==> config.mk <==
export PLATFORM = sky130hd
export DESIGN_NAME = vga_scan_driver
export DESIGN_NICKNAME = d
export VERILOG_FILES = /design/src/rtl/vga_timing_defs.sv /design/src/rtl/pix_tick_gen.sv /design/src/rtl/vga_scan_driver.sv
export SDC_FILE = /design/constraint.sdc
export NUM_CORES = 1
export LEC_CHECK = 0
export ABC_AREA = 1
export BUFFER_PORTS_ARGS = -buffer_cell sky130_fd_sc_hd__buf_2
export CAP_MARGIN = 20
export CORE_MARGIN = 2
export CORE_UTILIZATION = 25
export CTS_CLUSTER_SIZE = 25
export DETAILED_ROUTE_END_ITERATION = 7
export PLACE_DENSITY = 0.48
export SYNTH_ARGS = -nofsm -noshare
export SYNTH_HDL_FRONTEND = slang
export SYNTH_SLANG_ARGS = --single-unit
==> constraint.sdc <==
create_clock -name clk -period 2 [get_ports clk]
set_input_delay 0.4 -clock clk [delete_from_list [all_inputs] [get_ports clk]]
set_output_delay 0.4 -clock clk [all_outputs]
set_load 0.02 [all_outputs]
==> src/rtl/vga_timing_defs.sv <==
// Shared VGA timing constants and colour types, used by the scan driver and by
// the on-screen renderers for their screen-extent checks.
package vga_timing_defs;

    localparam int COORD_W = 10;

    localparam int VGA_H_ACTIVE = 640;
    localparam int VGA_H_FP     = 16;
    localparam int VGA_H_SYNC   = 96;
    localparam int VGA_H_BP     = 48;
    localparam int VGA_H_TOTAL  = VGA_H_ACTIVE + VGA_H_FP + VGA_H_SYNC + VGA_H_BP;

    localparam int VGA_V_ACTIVE = 480;
    localparam int VGA_V_FP     = 10;
    localparam int VGA_V_SYNC   = 2;
    localparam int VGA_V_BP     = 33;
    localparam int VGA_V_TOTAL  = VGA_V_ACTIVE + VGA_V_FP + VGA_V_SYNC + VGA_V_BP;

    localparam int RED_W = 3;
    localparam int GRN_W = 3;
    localparam int BLU_W = 2;

    typedef struct packed {
        logic [RED_W-1:0] r;
        logic [GRN_W-1:0] g;
        logic [BLU_W-1:0] b;
    } rgb_t;

    // True when lo <= pos < hi.
    function automatic logic in_window(input logic [COORD_W-1:0] pos,
                                       input int lo, input int hi);
        return (32'(pos) >= 32'(lo)) && (32'(pos) < 32'(hi));
    endfunction

endpackage

==> src/rtl/pix_tick_gen.sv <==
// Pixel-rate strobe: one-clk pulse every CLK_DIV clocks, first pulse CLK_DIV
// clocks after reset release (CLK_DIV=1 gives a constant strobe).
module pix_tick_gen #(
    parameter int CLK_DIV = 4
) (
    input  logic clk,
    input  logic rst_n,
    output logic tick
);

    localparam int CW = (CLK_DIV > 1) ? $clog2(CLK_DIV) : 1;
    localparam logic [CW-1:0] LAST = CW'(CLK_DIV - 1);

    logic [CW-1:0] cnt_q, cnt_d;
    logic          tick_q, tick_d;

    // The strobe is registered from the next count so it reads 0 during reset
    // yet is high exactly while the count sits at CLK_DIV-1.
    always_comb begin
        cnt_d  = (cnt_q == LAST) ? '0 : cnt_q + CW'(1);
        tick_d = (cnt_d == LAST);
    end

    always_ff @(posedge clk or negedge rst_n) begin
        if (!rst_n) begin
            cnt_q  <= '0;
            tick_q <= 1'b0;
        end else begin
            cnt_q  <= cnt_d;
            tick_q <= tick_d;
        end
    end

    assign tick = tick_q;

endmodule

==> src/rtl/vga_scan_driver.sv <==
// VGA raster timing generator: drives the shared hc/vc bus, then blanks,
// registers and aligns the returned renderer colour with hsync/vsync.
module vga_scan_driver
    import vga_timing_defs::*;
#(
    parameter int CLK_DIV  = 4,
    parameter int H_ACTIVE = VGA_H_ACTIVE,
    parameter int H_FP     = VGA_H_FP,
    parameter int H_SYNC   = VGA_H_SYNC,
    parameter int H_BP     = VGA_H_BP,
    parameter int V_ACTIVE = VGA_V_ACTIVE,
    parameter int V_FP     = VGA_V_FP,
    parameter int V_SYNC   = VGA_V_SYNC,
    parameter int V_BP     = VGA_V_BP,
    parameter bit SYNC_POL = 1'b0
) (
    input  logic               clk,
    input  logic               rst_n,
    output logic [COORD_W-1:0] hc,
    output logic [COORD_W-1:0] vc,
    output logic               pix_en,
    output logic               video_on,
    output logic               frame_tick,
    input  logic [RED_W-1:0]   red_in,
    input  logic [GRN_W-1:0]   green_in,
    input  logic [BLU_W-1:0]   blue_in,
    output logic [RED_W-1:0]   vga_r,
    output logic [GRN_W-1:0]   vga_g,
    output logic [BLU_W-1:0]   vga_b,
    output logic               vga_hs,
    output logic               vga_vs
);

    localparam int H_TOTAL  = H_ACTIVE + H_FP + H_SYNC + H_BP;
    localparam int V_TOTAL  = V_ACTIVE + V_FP + V_SYNC + V_BP;
    localparam int HS_START = H_ACTIVE + H_FP;
    localparam int HS_END   = HS_START + H_SYNC;
    localparam int VS_START = V_ACTIVE + V_FP;
    localparam int VS_END   = VS_START + V_SYNC;

    localparam logic [COORD_W-1:0] H_LAST  = COORD_W'(H_TOTAL - 1);
    localparam logic [COORD_W-1:0] V_LAST  = COORD_W'(V_TOTAL - 1);
    localparam logic [COORD_W-1:0] H_VIS   = COORD_W'(H_ACTIVE);
    localparam logic [COORD_W-1:0] V_VIS   = COORD_W'(V_ACTIVE);

    logic               tick;
    logic [COORD_W-1:0] hc_q, hc_d;
    logic [COORD_W-1:0] vc_q, vc_d;
    rgb_t               rgb_q, rgb_d;
    logic               hs_q, hs_d;
    logic               vs_q, vs_d;
    logic               ftick_q, ftick_d;
    logic               line_end;
    logic               frame_end;
    logic               active;

    pix_tick_gen #(
        .CLK_DIV (CLK_DIV)
    ) u_pix_tick (
        .clk   (clk),
        .rst_n (rst_n),
        .tick  (tick)
    );

    assign line_end  = (hc_q == H_LAST);
    assign frame_end = line_end && (vc_q == V_LAST);
    assign active    = (hc_q < H_VIS) && (vc_q < V_VIS);

    // Everything below is decoded from the pre-increment position, so colour
    // and sync leave the block together, one pixel behind hc/vc.
    always_comb begin
        hc_d    = hc_q;
        vc_d    = vc_q;
        rgb_d   = rgb_q;
        hs_d    = hs_q;
        vs_d    = vs_q;
        ftick_d = tick && frame_end;
        if (tick) begin
            hc_d = line_end ? '0 : hc_q + COORD_W'(1);
            if (line_end) begin
                vc_d = (vc_q == V_LAST) ? '0 : vc_q + COORD_W'(1);
            end
            rgb_d = active ? rgb_t'({red_in, green_in, blue_in}) : rgb_t'('0);
            hs_d  = in_window(hc_q, HS_START, HS_END) ? SYNC_POL : ~SYNC_POL;
            vs_d  = in_window(vc_q, VS_START, VS_END) ? SYNC_POL : ~SYNC_POL;
        end
    end

    always_ff @(posedge clk or negedge rst_n) begin
        if (!rst_n) begin
            hc_q    <= '0;
            vc_q    <= '0;
            rgb_q   <= '0;
            hs_q    <= ~SYNC_POL;
            vs_q    <= ~SYNC_POL;
            ftick_q <= 1'b0;
        end else begin
            hc_q    <= hc_d;
            vc_q    <= vc_d;
            rgb_q   <= rgb_d;
            hs_q    <= hs_d;
            vs_q    <= vs_d;
            ftick_q <= ftick_d;
        end
    end

    assign hc         = hc_q;
    assign vc         = vc_q;
    assign pix_en     = tick;
    assign video_on   = active;
    assign frame_tick = ftick_q;
    assign vga_r      = rgb_q.r;
    assign vga_g      = rgb_q.g;
    assign vga_b      = rgb_q.b;
    assign vga_hs     = hs_q;
    assign vga_vs     = vs_q;

endmodule
# Word level (Yosys, flattened, before mapping)
# Index checks and enable logic that the tools add are counted.
[word_totals]
reg_bits = 34
elab_cells = 35
output_inout_bits = 33
[classes]
order_cmp = 6
n_reduce_logical = 6
n_mux = 6
n_eq_ne = 4
addsub = 3
[ops]
columns = ["op", "count"]
rows = [
  ["$add 10x1->10 const B", 2],
  ["$eq 10x10->1 const B", 2],
  ["$lt 10x10->1 const B", 2],
  ["$lt 10x9->1 const B", 2],
  ["$mux 10", 2],
  ["$ge 10x10->1 const B", 1],
  ["$ge 10x9->1 const B", 1],
  ["$mux 8", 1],
  ["$logic_and 1x1->1", 5],
  ["$eq 2x2->1 const B", 2],
  ["$add 2x1->2 const B", 1],
  ["$mux 1", 2],
  ["$mux 2", 1],
  ["$reduce_and 2->1", 1],
]

# Logic depth before layout (Yosys ltp)
# Gate-level depths: netlist of the first run.
[logic_depth]
word_depth = 3
mapped_depth = 8
depth_no_buf = 8

# By module
# A second synthesis of the first run with hierarchy kept.
[hier_totals]
hier_cells = 216
area_unflattened_um2 = 1789.2
[by_module_without_submodules]
columns = ["module", "cells_each", "area_each_um2", "n_inst", "seq_area_each_um2"]
rows = [
  ["vga_scan_driver", 208, 1677.9, 1, 778.2],
  ["pix_tick_gen", 8, 111.4, 1, 75.1],
]

# Least setup slack after synthesis of the first run
# OpenSTA, ideal clock, no wires.
[synth_path]
kind = "register to output"
start = "register vc_q[5] (netlist: vc[5])"
end = "output video_on"
arrival_time_ns = 1.161
setup_slack_ns = 0.439
required_ns = 1.600
path_stages_with_launch = 7
cell_sequence = "dfrtp_1 > buf_2 > nand2_1 > nor2_1 > nand2_1 > nand4_2 > inv_1"
[synth_between]
elab_chain_len = 2
[synth_lines]
columns = ["element", "line_no", "source"]
rows = [
  ["start: declaration", "vga_scan_driver.sv:48", "logic [COORD_W-1:0] vc_q, vc_d;"],
  ["start signal: assignment", "vga_scan_driver.sv:99", "vc_q <= vc_d;"],
  ["$lt 10x9->1", "vga_scan_driver.sv:67", "assign active = (hc_q < H_VIS) && (vc_q < V_VIS);"],
  ["$logic_and 1x1->1", "vga_scan_driver.sv:67", ""],
  ["end: declaration", "vga_scan_driver.sv:22", "output logic video_on,"],
]
# No other way between the ends.

# Worst setup path in the final report of the first run
[layout_path]
start = "register vc_q[6] (netlist: vc[6])"
end = "output video_on"
# The elaborated chain is that of the path after synthesis.

==> impl_metrics.env, run 1 <==
export IMPL_crit_top_cell="nand2_1"
export IMPL_antenna_found_initial=0
export IMPL_p_comb_share_pct=3.2
export IMPL_setup_violations=0
export IMPL_drtPass1Iterations=4
export IMPL_path_clk_slew_ns=0.08
export IMPL_gp_congestion=0.808
export IMPL_sw_frac_of_total_pct=20.3
export IMPL_slew_violations=0
export IMPL_synth_edff_count=0
export IMPL_vias_per_cell=4.53
export IMPL_rows=30
export IMPL_cts_htree_levels=2
export IMPL_drv_cap=0
export IMPL_cp_start_kind="flip-flop"
export IMPL_slowest_delay_ns=0.42
export IMPL_cts_made_buffers=5
export IMPL_cts_root_buf="clkbuf_8"
export IMPL_clock_sinks=34
export IMPL_p_leak_nw=1.06
export IMPL_avgSynthCellArea_sq_um=8.18
export IMPL_grt_ovfl_total=0
export IMPL_power_density_nw_per_um2=695
export IMPL_crit_type="reg2out"
export IMPL_yosys_top_cells_area="dfrtp_1 46%, nand2_1 11%, inv_1 5.0%, nand3_1 4.9%, o21ai_0 4.9%"
export IMPL_hold_violations=0
export IMPL_nets=275
export IMPL_p_seq_share_pct=46.0
export IMPL_cp_data_required_time_ns=1.60
export IMPL_die_width_um=87.5
export IMPL_initial_core_util_pct=25.8
export IMPL_yosysWarningCount=0
export IMPL_post_synth_top_area_cell="dfrtp_1"
export IMPL_syn_to_final_growth_pct=25.4
export IMPL_dp_hpwl_um=3100
export IMPL_core_sq_um=6760
export IMPL_clock_fmax_ghz=0.534
export IMPL_cts_tree="done"
export IMPL_yosysMostFrequentCell="nand2_1"
export IMPL_path_cells="nand2_1 > nor2_1 > nand2_1 > nand4_4 > inv_1 > buf_2"
export IMPL_tightest_slew_ns=0.445
export IMPL_drive_gt1_share_pct=25.8
export IMPL_grt_pass1_vias=1489
export IMPL_slew_headroom_pct=70.4
export IMPL_place_ws_ns=0.339
export IMPL_io_buffers=42
export IMPL_fin_tns_setup_ns=0
export IMPL_power_switching_w=0.000308
export IMPL_internal_power_w=0.00121
export IMPL_total_power_w=0.00152
export IMPL_async_flop_share_pct=100
export IMPL_drc_errors=0
export IMPL_ys_types=27
export IMPL_cts_hold_buf=0
export IMPL_crit_arrival_ns=1.47
export IMPL_cts_max_path_buffers=2
export IMPL_grt_max_degree=35
export IMPL_period_share_pct=93.7
export IMPL_endpoint_kind="output pin"
export IMPL_avgRoutedWirePerCell_um=12.4
export IMPL_ioPinCount=43
export IMPL_ant_nets=0
export IMPL_synth_top_area_share_pct=45.9
export IMPL_wl_um=4230
export IMPL_post_cts_buffers=0
export IMPL_synthesis_area_sq_um=1740
export IMPL_via_count=1541
export IMPL_drtIter0Drc=78
export IMPL_syn_inst=213
export IMPL_skew_ns=0.0152
export IMPL_hold_path_class="in2async"
export IMPL_synthFlopType="dfrtp_1"
export IMPL_synth_common_cells="53 x nand2_1, 32 x dfrtp_1, 23 x inv_1"
export IMPL_n_antenna_cell=0
export IMPL_peakVddDrop_uv=260
export IMPL_rsz0062_at_grt="no"
export IMPL_die_h_um=87.5
export IMPL_crit_path_max_fanout=9
export IMPL_synth_nets=229
export IMPL_ys_seq_area_share_pct=49.0
export IMPL_finalWorstSetupSlack_ns=0.126
export IMPL_post_cts_resized=0
export IMPL_status="complete, no violations"
export IMPL_track_usage_pct=11.9
export IMPL_cp_slowest_cell="dfrtp_2"
export IMPL_grt_first_pass_wirelength_um=7120
export IMPL_die_area_sq_um=7660
export IMPL_clock_latency_ns=0.29
export IMPL_ys_ff_latch=34
export IMPL_fin_crit_ns=1.87
export IMPL_clkPwrFrac_pct=50.8
[cell type report]
cell class	instances	area, sq um
repair buffers	45	233
well taps	80	100
clock buffers	5	68.8
inverters	26	97.6
flip-flops and latches	34	856
clock inverters	3	68.8
fillers	736	4570
multi-input cells	147	762
[placed cells by master, fill, tap and decap left out, types with 4 or more instances in the layout]
cell type,count
clkbuf_8,5
ha_1,6
nor3_1,5
nand3_1,17
o21ai_0,17
buf_2,42
dfrtp_1,30
nand2_1,53
inv_1,23
xor2_1,5
o21ai_1,4
nand4_1,8
nor2_1,19
[cells by family (layout without fill, tap and decap cells)]
logic type,Yosys count,after routing,share of synthesized area (%)
buffers and inverters,32,79,7.82
DFF,34,34,49.0
and+or+nand+nor,113,113,29.6
adders and majority gates,6,6,4.31
xor gates and xnor gates,6,6,3.02
AOI/OAI and AO/OA,22,22,6.32
[flip-flops by register name, indices dropped and copies added, names as in the netlist]
| signal | cells |
|---|---|
| hc | 10 |
| vc | 10 |
| vga_g | 3 |
| vga_r | 3 |
| u_pix_tick.cnt_q | 2 |
| vga_b | 2 |
| frame_tick | 1 |
| u_pix_tick.tick | 1 |
| vga_hs | 1 |
| vga_vs | 1 |
[per-stage QoR]
| stage | cell area (sq um) | cells | hold slack (ns) | util (%) |
|---|---|---|---|---|
| floorplan | 1740 | 213 | 0.104 | - |
| global placement | 2040 | 332 | 0.439 | 30.1 |
| detailed placement | 2040 | 332 | 0.448 | 30.1 |
| CTS | 2170 | 340 | 0.155 | 32.2 |
| global route | 2190 | 340 | 0.175 | 32.4 |
| finish | 2190 | 340 | 0.136 | 32.4 |
[worst max-delay path: cells and delay by family (launching register included)]
| family | cells | cell delay (ns) |
|---|---|---|
| buffers and inverters | 2 | 0.20 |
| AND/OR/NAND/NOR | 4 | 0.56 |
| flip-flops | 1 | 0.42 |
[layer usage]
metal,wire (um),vias to the layer above,share of wire [%],track usage (%)
li1,-,775,-,-
met1,2090,725,49,16.2
met2,1910,37,45,18.5
met3,200,4,4.7,3.03
met4,32,0,0.76,3.50
met5,0,-,0,0
[power groups by stage]
stage          registers (W)  clock network (W)   logic (W)
6_report            0.000699           0.000772   0.0000487
5_1_grt             0.000700           0.000826   0.0000560
4_1_cts             0.000700           0.000793   0.0000512
3_5_place_dp        0.000713                  0   0.0000509
3_3_place_gp        0.000713                  0   0.0000505
2_1_floorplan       0.000724                  0  0.00000578
[final timing paths]
path	from	endpoint	slack [ns]	cells past startpoint
worst max-delay path	vc[6]$_DFFE_PN0P_	video_on	0.13	6
worst min-delay path	rst_n	vga_g[0]$_DFFE_PN0P_	0.14	2
worst max register to register	hc[1]$_DFFE_PN0P_	vc[7]$_DFFE_PN0P_	0.45	8
worst min register to register	u_pix_tick.cnt_q[0]$_DFF_PN0_	u_pix_tick.cnt_q[0]$_DFF_PN0_	0.46	1
max in group asynchronous	rst_n	vga_hs$_DFFE_PN1P_	1.51	2
min in group clk	red_in[0]	vga_r[0]$_DFFE_PN0P_	0.36	3
Note: power is estimated with default switching activity, not from simulation.
==> run 2: changes to the inputs <==
==> constraint.sdc (replaced) <==
create_clock -name clk -period 2 [get_ports clk]
set_input_delay 0.2 -clock clk [delete_from_list [all_inputs] [get_ports clk]]
set_output_delay 0.2 -clock clk [all_outputs]
set_load 0.02 [all_outputs]
==> impl_metrics.env, run 2 (synthesis gave the netlist of run 1 again) <==
export IMPL_sw_frac_of_total_pct=22.6
export IMPL_setup_violations=0
export IMPL_slew_violations=0
export IMPL_core_sq_um=6760
export IMPL_antenna_found_initial=0
export IMPL_drtIter0Drc=61
export IMPL_drtPass1Iterations=4
export IMPL_grt_pass1_vias=1481
export IMPL_crit_arrival_ns=1.64
export IMPL_slew_headroom_pct=48.4
export IMPL_die_area_sq_um=7660
export IMPL_grt_first_pass_wirelength_um=7020
export IMPL_cp_slowest_cell="dfrtp_1"
export IMPL_track_usage_pct=12.0
export IMPL_dp_hpwl_um=3140
export IMPL_slowest_delay_ns=0.49
export IMPL_cp_top_family="simple AND/OR/NAND/NOR gates"
export IMPL_hold_path_class="in2async"
export IMPL_violations="negative hold slack"
export IMPL_n_antenna_cell=0
export IMPL_avgRoutedWirePerCell_um=12.7
export IMPL_total_power_w=0.00140
export IMPL_endpoint_kind="output pin"
export IMPL_gr_usage_met3_pct=2.94
export IMPL_whs_ns=-0.0290
export IMPL_grt_max_degree=35
export IMPL_cts_tree="done"
export IMPL_final_cell_mix="53 x nand2_1, 42 x buf_2, 32 x dfrtp_1"
export IMPL_die_h_um=87.5
export IMPL_use_met2_pct=19.5
export IMPL_path_cells="nand2_1 > nor2_1 > nand2_1 > nand4_2 > inv_1 > buf_2"
export IMPL_clock_sinks=34
export IMPL_cp_depth=6
export IMPL_clock_latency_ns=0.30
export IMPL_rr_startpoint="hc[1]$_DFFE_PN0P_"
export IMPL_crit_type="reg2out"
export IMPL_gp_congestion=0.752
export IMPL_syn_to_final_growth_pct=22.5
export IMPL_rows=30
export IMPL_drive_gt1_share_pct=24.4
export IMPL_fin_tns_setup_ns=0
export IMPL_finalWorstSetupSlack_ns=0.156
export IMPL_crit_top_cell="nand2_1"
export IMPL_drv_cap=0
export IMPL_p_comb_share_pct=3.4
export IMPL_crit_buf_inv=2
export IMPL_cts_hold_buf=0
export IMPL_cts_htree_levels=2
export IMPL_reg2reg_depth=8
export IMPL_fin_crit_ns=1.84
export IMPL_top_usage_layer="met2"
export IMPL_ioPinCount=43
export IMPL_rsz0062_at_grt="no"
export IMPL_cp_data_required_time_ns=1.80
export IMPL_cts_made_buffers=5
export IMPL_initial_core_util_pct=25.8
export IMPL_r2r_end="vc[5]$_DFFE_PN0P_"
export IMPL_skew_ns=0.0102
export IMPL_power_switching_w=0.000316
export IMPL_internal_power_w=0.00108
export IMPL_final_util_pct=31.6
export IMPL_nets=273
export IMPL_path_clk_slew_ns=0.08
export IMPL_post_cts_buffers=0
export IMPL_clock_fmax_ghz=0.542
export IMPL_via_count=1540
export IMPL_r2r_slack_ns=0.43
export IMPL_cts_root_buf="clkbuf_8"
export IMPL_period_share_pct=92.2
export IMPL_ant_nets=0
export IMPL_peakVddDrop_uv=209
export IMPL_p_leak_nw=1.04
export IMPL_cts_max_path_buffers=2
export IMPL_clkPwrFrac_pct=46.6
export IMPL_p_seq_share_pct=50.0
export IMPL_crit_path_max_fanout=9
export IMPL_final_common_cell="nand2_1"
export IMPL_wl_um=4280
export IMPL_crit_path_end="video_on"
export IMPL_status="finished with violations"
export IMPL_drc_errors=0
export IMPL_hold_violations=28
export IMPL_grt_ovfl_total=0
export IMPL_crit_start="vc[6]$_DFFE_PN0P_"
export IMPL_io_buffers=42
export IMPL_post_cts_resized=0
export IMPL_die_width_um=87.5
export IMPL_power_density_nw_per_um2=654
export IMPL_use_met1_pct=15.4
export IMPL_cp_start_kind="flip-flop"
export IMPL_vias_per_cell=4.56
export IMPL_place_ws_ns=0.422
export IMPL_tightest_slew_ns=0.774
## run 2: changes by cell type in the layout (fill, tap and decap cells not counted)
cell,before,now
clkinvlp_4,0,2
bufinv_16,2,1
nand4_2,0,1
dfrtp_2,2,0
dfrtp_1,30,32
clkinv_4,1,0
buf_4,3,1
nand4_4,1,0
## run 2: metal layers
layer	part of all wire (%)	up-vias	wire length [um]
met5	0	-	0
met4	0.75	0	32
met3	4.1	4	177
met2	46	35	1960
met1	49	728	2110
li1	-	773	-
## run 2: metrics by stage
| step | cells | hold WS, ns | instance area (sq um) |
|---|---|---|---|
| 6_report | 338 | -0.0290 | 2140 |
| 5_1_grt | 338 | 0.0408 | 2140 |
| 4_1_cts | 338 | 0.00221 | 2140 |
| 3_5_place_dp | 330 | 0.331 | 2020 |
| 3_3_place_gp | 330 | 0.325 | 2020 |
| 2_1_floorplan | 213 | -0.0956 | 1740 |
## run 2: power by group through the flow
stage          registers, W   logic (W)  clock network (W)
2_1_floorplan      0.000724  0.00000578                  0
6_report           0.000699   0.0000469           0.000652
3_5_place_dp       0.000713   0.0000490                  0
5_1_grt            0.000700   0.0000536           0.000709
4_1_cts            0.000699   0.0000490           0.000678
3_3_place_gp       0.000712   0.0000485                  0
## run 2: worst register-to-register path: cells and delay by family (launching register included)
family | cells | cell delay, ns
AO/OA/AOI/OAI | 1 | 0.06
buffers and inverters | 1 | 0.14
adder cells (fa/ha/maj) | 1 | 0.23
flip-flops | 1 | 0.38
AND/OR/NAND/NOR | 5 | 0.67
## run 2: worst min path at each step
| stage | end |
|---|---|
| after floorplan | frame_tick$_DFF_PN0_ |
| after global placement | vc[5]$_DFFE_PN0P_ |
| after detailed placement | vc[5]$_DFFE_PN0P_ |
| after CTS | vc[5]$_DFFE_PN0P_ |
| after global routing | vc[3]$_DFFE_PN0P_ |
| final | vc[5]$_DFFE_PN0P_ |
## run 2: cell type report
type / instances / area, sq um
well taps: 80 / 100
inverters: 26 / 97.6
fillers: 749 / 4620
clock inverters: 3 / 45.0
multi-input cells: 147 / 753
clock buffers: 5 / 68.8
flip-flops and latches: 34 / 853
repair buffers: 43 / 218
==> run 3: changes to the inputs <==
--- a/config.mk
+++ b/config.mk
@@ -5,7 +5,6 @@
 export SDC_FILE = /design/constraint.sdc
 export NUM_CORES = 1
 export LEC_CHECK = 0
-export ABC_AREA = 1
 export BUFFER_PORTS_ARGS = -buffer_cell sky130_fd_sc_hd__buf_2
 export CAP_MARGIN = 20
 export CORE_MARGIN = 2
==> impl_metrics.env, run 3 <==
export IMPL_status="finished with violations"
export IMPL_violations="design-rule violations, negative hold slack"
export IMPL_wl_um=3850
export IMPL_dp_hpwl_um=2670
export IMPL_yosysMostFrequentCell="dfrtp_1"
export IMPL_drv_cap=0
export IMPL_fill_cells=660
export IMPL_core_sq_um=6420
export IMPL_ys_types=40
export IMPL_initial_core_util_pct=26.0
export IMPL_avgSynthCellArea_sq_um=10.0
export IMPL_slew_violations=0
export IMPL_cts_hold_buf=0
export IMPL_sw_frac_of_total_pct=21.7
export IMPL_drive_gt1_share_pct=31.5
export IMPL_syn_inst=167
export IMPL_drc_errors=4
export IMPL_tightest_slew_ns=0.779
export IMPL_dpl_cell_area_sq_um=1980
export IMPL_cts_max_path_buffers=2
export IMPL_post_synth_top_area_cell="dfrtp_1"
export IMPL_crit_start="vc[0]$_DFFE_PN0P_"
export IMPL_ioPinCount=43
export IMPL_track_usage_pct=11.4
export IMPL_synth_common_cells="32 x dfrtp_1, 18 x inv_1, 15 x nand2_1"
export IMPL_dr_wl_met3_um=143
export IMPL_met1_length_um=1860
export IMPL_async_flop_share_pct=100
export IMPL_path_clk_slew_ns=0.07
export IMPL_avgRoutedWirePerCell_um=13.1
export IMPL_yosysWarningCount=0
export IMPL_cts_made_buffers=5
export IMPL_n_antenna_cell=0
export IMPL_nets=231
export IMPL_drtPass1Iterations=8
export IMPL_clock_latency_ns=0.29
export IMPL_drtIter0Drc=52
export IMPL_rr_startpoint="vc[0]$_DFFE_PN0P_"
export IMPL_power_density_nw_per_um2=646
export IMPL_grt_pass1_vias=1277
export IMPL_clock_fmax_ghz=0.579
export IMPL_p_leak_nw=1.02
export IMPL_skew_ns=0.00990
export IMPL_crit_arrival_ns=1.94
export IMPL_p_seq_share_pct=51.7
export IMPL_crit_type="reg2reg"
export IMPL_antenna_found_initial=0
export IMPL_grt_ovfl_total=0
export IMPL_ant_nets=0
export IMPL_peakVddDrop_uv=222
export IMPL_cp_start_kind="flip-flop"
export IMPL_gp_congestion=0.781
export IMPL_clkPwrFrac_pct=44.7
export IMPL_crit_path_max_fanout=7
export IMPL_fin_tns_setup_ns=0
export IMPL_cts_htree_levels=2
export IMPL_grt_first_pass_wirelength_um=6400
export IMPL_rows=29
export IMPL_endpoint_kind="flip-flop"
export IMPL_setup_violations=0
export IMPL_hold_path_class="in2async"
export IMPL_internal_power_w=0.00106
export IMPL_ys_ff_latch=34
export IMPL_cp_data_required_time_ns=2.22
export IMPL_die_area_sq_um=7360
export IMPL_fin_area_sq_um=2090
export IMPL_rsz0062_at_grt="no"
export IMPL_yosys_top_cells_area="dfrtp_1 48%, ha_1 4.5%, inv_1 4.0%, o21ai_0 3.6%, nand2_1 3.4%"
export IMPL_final_cell_mix="42 x buf_2, 32 x dfrtp_1, 18 x inv_1"
export IMPL_die_width_um=85.8
export IMPL_slew_headroom_pct=48.1
export IMPL_period_share_pct=86.4
export IMPL_synth_top_area_share_pct=47.9
export IMPL_synth_edff_count=0
export IMPL_final_util_pct=32.6
export IMPL_hold_violations=31
export IMPL_whs_ns=-0.0172
export IMPL_power_switching_w=0.000293
export IMPL_die_h_um=85.8
export IMPL_synth_nets=183
export IMPL_synthFlopType="dfrtp_1"
export IMPL_vias_per_cell=4.60
export IMPL_io_buffers=42
export IMPL_synthesis_area_sq_um=1670
export IMPL_ys_seq_area_share_pct=51.0
export IMPL_final_common_cell="buf_2"
export IMPL_grt_max_degree=35
export IMPL_via_count=1349
export IMPL_p_comb_share_pct=3.6
export IMPL_routed_top_layer="met4"
export IMPL_dr_wl_met2_um=1760
export IMPL_syn_to_final_growth_pct=25.2
export IMPL_clock_sinks=34
export IMPL_cts_root_buf="clkbuf_8"
export IMPL_cts_tree="done"
export IMPL_fin_crit_ns=1.73
[run 3: changes by cell type after synthesis, sizes merged, moves of 4 or more]
cell | before | now
and3 | 1 | 6
inv | 26 | 18
nand2 | 53 | 15
nand3 | 18 | 6
nor2 | 22 | 10
o21ai | 21 | 12
o22ai | 0 | 9
xnor2 | 1 | 5
[run 3: routing by layer]
| layer | track usage, % | vias to the layer above |
|---|---|---|
| li1 | - | 681 |
| met1 | 15.0 | 628 |
| met2 | 16.7 | 32 |
| met3 | 3.37 | 8 |
| met4 | 6.06 | 0 |
| met5 | 0 | - |
[run 3: repair_timing]
action | in CTS | in global routing
hold endpoints to repair | 0 | 0
setup buffers | 0 | 0
endpoints found under the setup margin | 0 | 9
resized for setup | 0 | 1
[run 3: worst paths after layout]
check	endpoint	slack, ns	depth (start not counted)
worst max-delay path	vc[5]$_DFFE_PN0P_	0.27	6
worst min-delay path	hc[4]$_DFFE_PN0P_	-0.02	1
worst max register to register	vc[5]$_DFFE_PN0P_	0.27	6
worst min register to register	u_pix_tick.cnt_q[0]$_DFF_PN0_	0.45	1
max in group asynchronous	vc[3]$_DFFE_PN0P_	1.52	1
min in group clk	vga_b[0]$_DFFE_PN0P_	0.15	3
[run 3: power by group through the flow]
| stage | logic (W) | clock network (W) | registers [W] |
|---|---|---|---|
| after global placement | 0.0000509 | 0 | 0.000713 |
| after floorplan | 0.00000745 | 0 | 0.000723 |
| after detailed placement | 0.0000511 | 0 | 0.000713 |
| after CTS | 0.0000510 | 0.000628 | 0.000700 |
| final | 0.0000488 | 0.000604 | 0.000700 |
| after global routing | 0.0000553 | 0.000664 | 0.000700 |
[run 3: kinds of logic after synthesis]
logic type | synth area share (%)
AND/OR/NAND/NOR | 22.9
buffers and inverters | 5.46
flip-flops | 51.0
AO/OA/AOI/OAI | 10.7
multiplexers | 1.27
adder cells (fa/ha/maj) | 4.49
XOR/XNOR | 4.19
[run 3: worst max-delay path, stage by stage (launching register included)]
cell and delay (ns):
dfrtp_1 0.45, inv_1 0.07, ha_1 0.19, nor4b_2 0.16, and3_2 0.24, or4_1 0.46
o21ai_0 0.08
[run 3: final cells by class]
type                       instances  area [sq um]  share of cell area (%)
inverter                          18          67.6                    3.23
sequential                        34           853                    40.7
tap                               77          96.3                    4.60
clock buffer                       8           110                    5.26
multi-input combinational        111           734                    35.1
timing repair buffer              45           233                    11.1
[run 3: through the flow]
step,cells,setup WS [ns],hold WS [ns],power (W)
6_report,293,0.272,-0.0172,0.00135
5_1_grt,293,0.134,0.0517,0.00142
4_1_cts,293,0.186,0.0104,0.00138
3_5_place_dp,285,0.195,0.337,0.000764
3_3_place_gp,285,0.245,0.340,0.000764
2_1_floorplan,167,0.256,-0.0956,0.000731
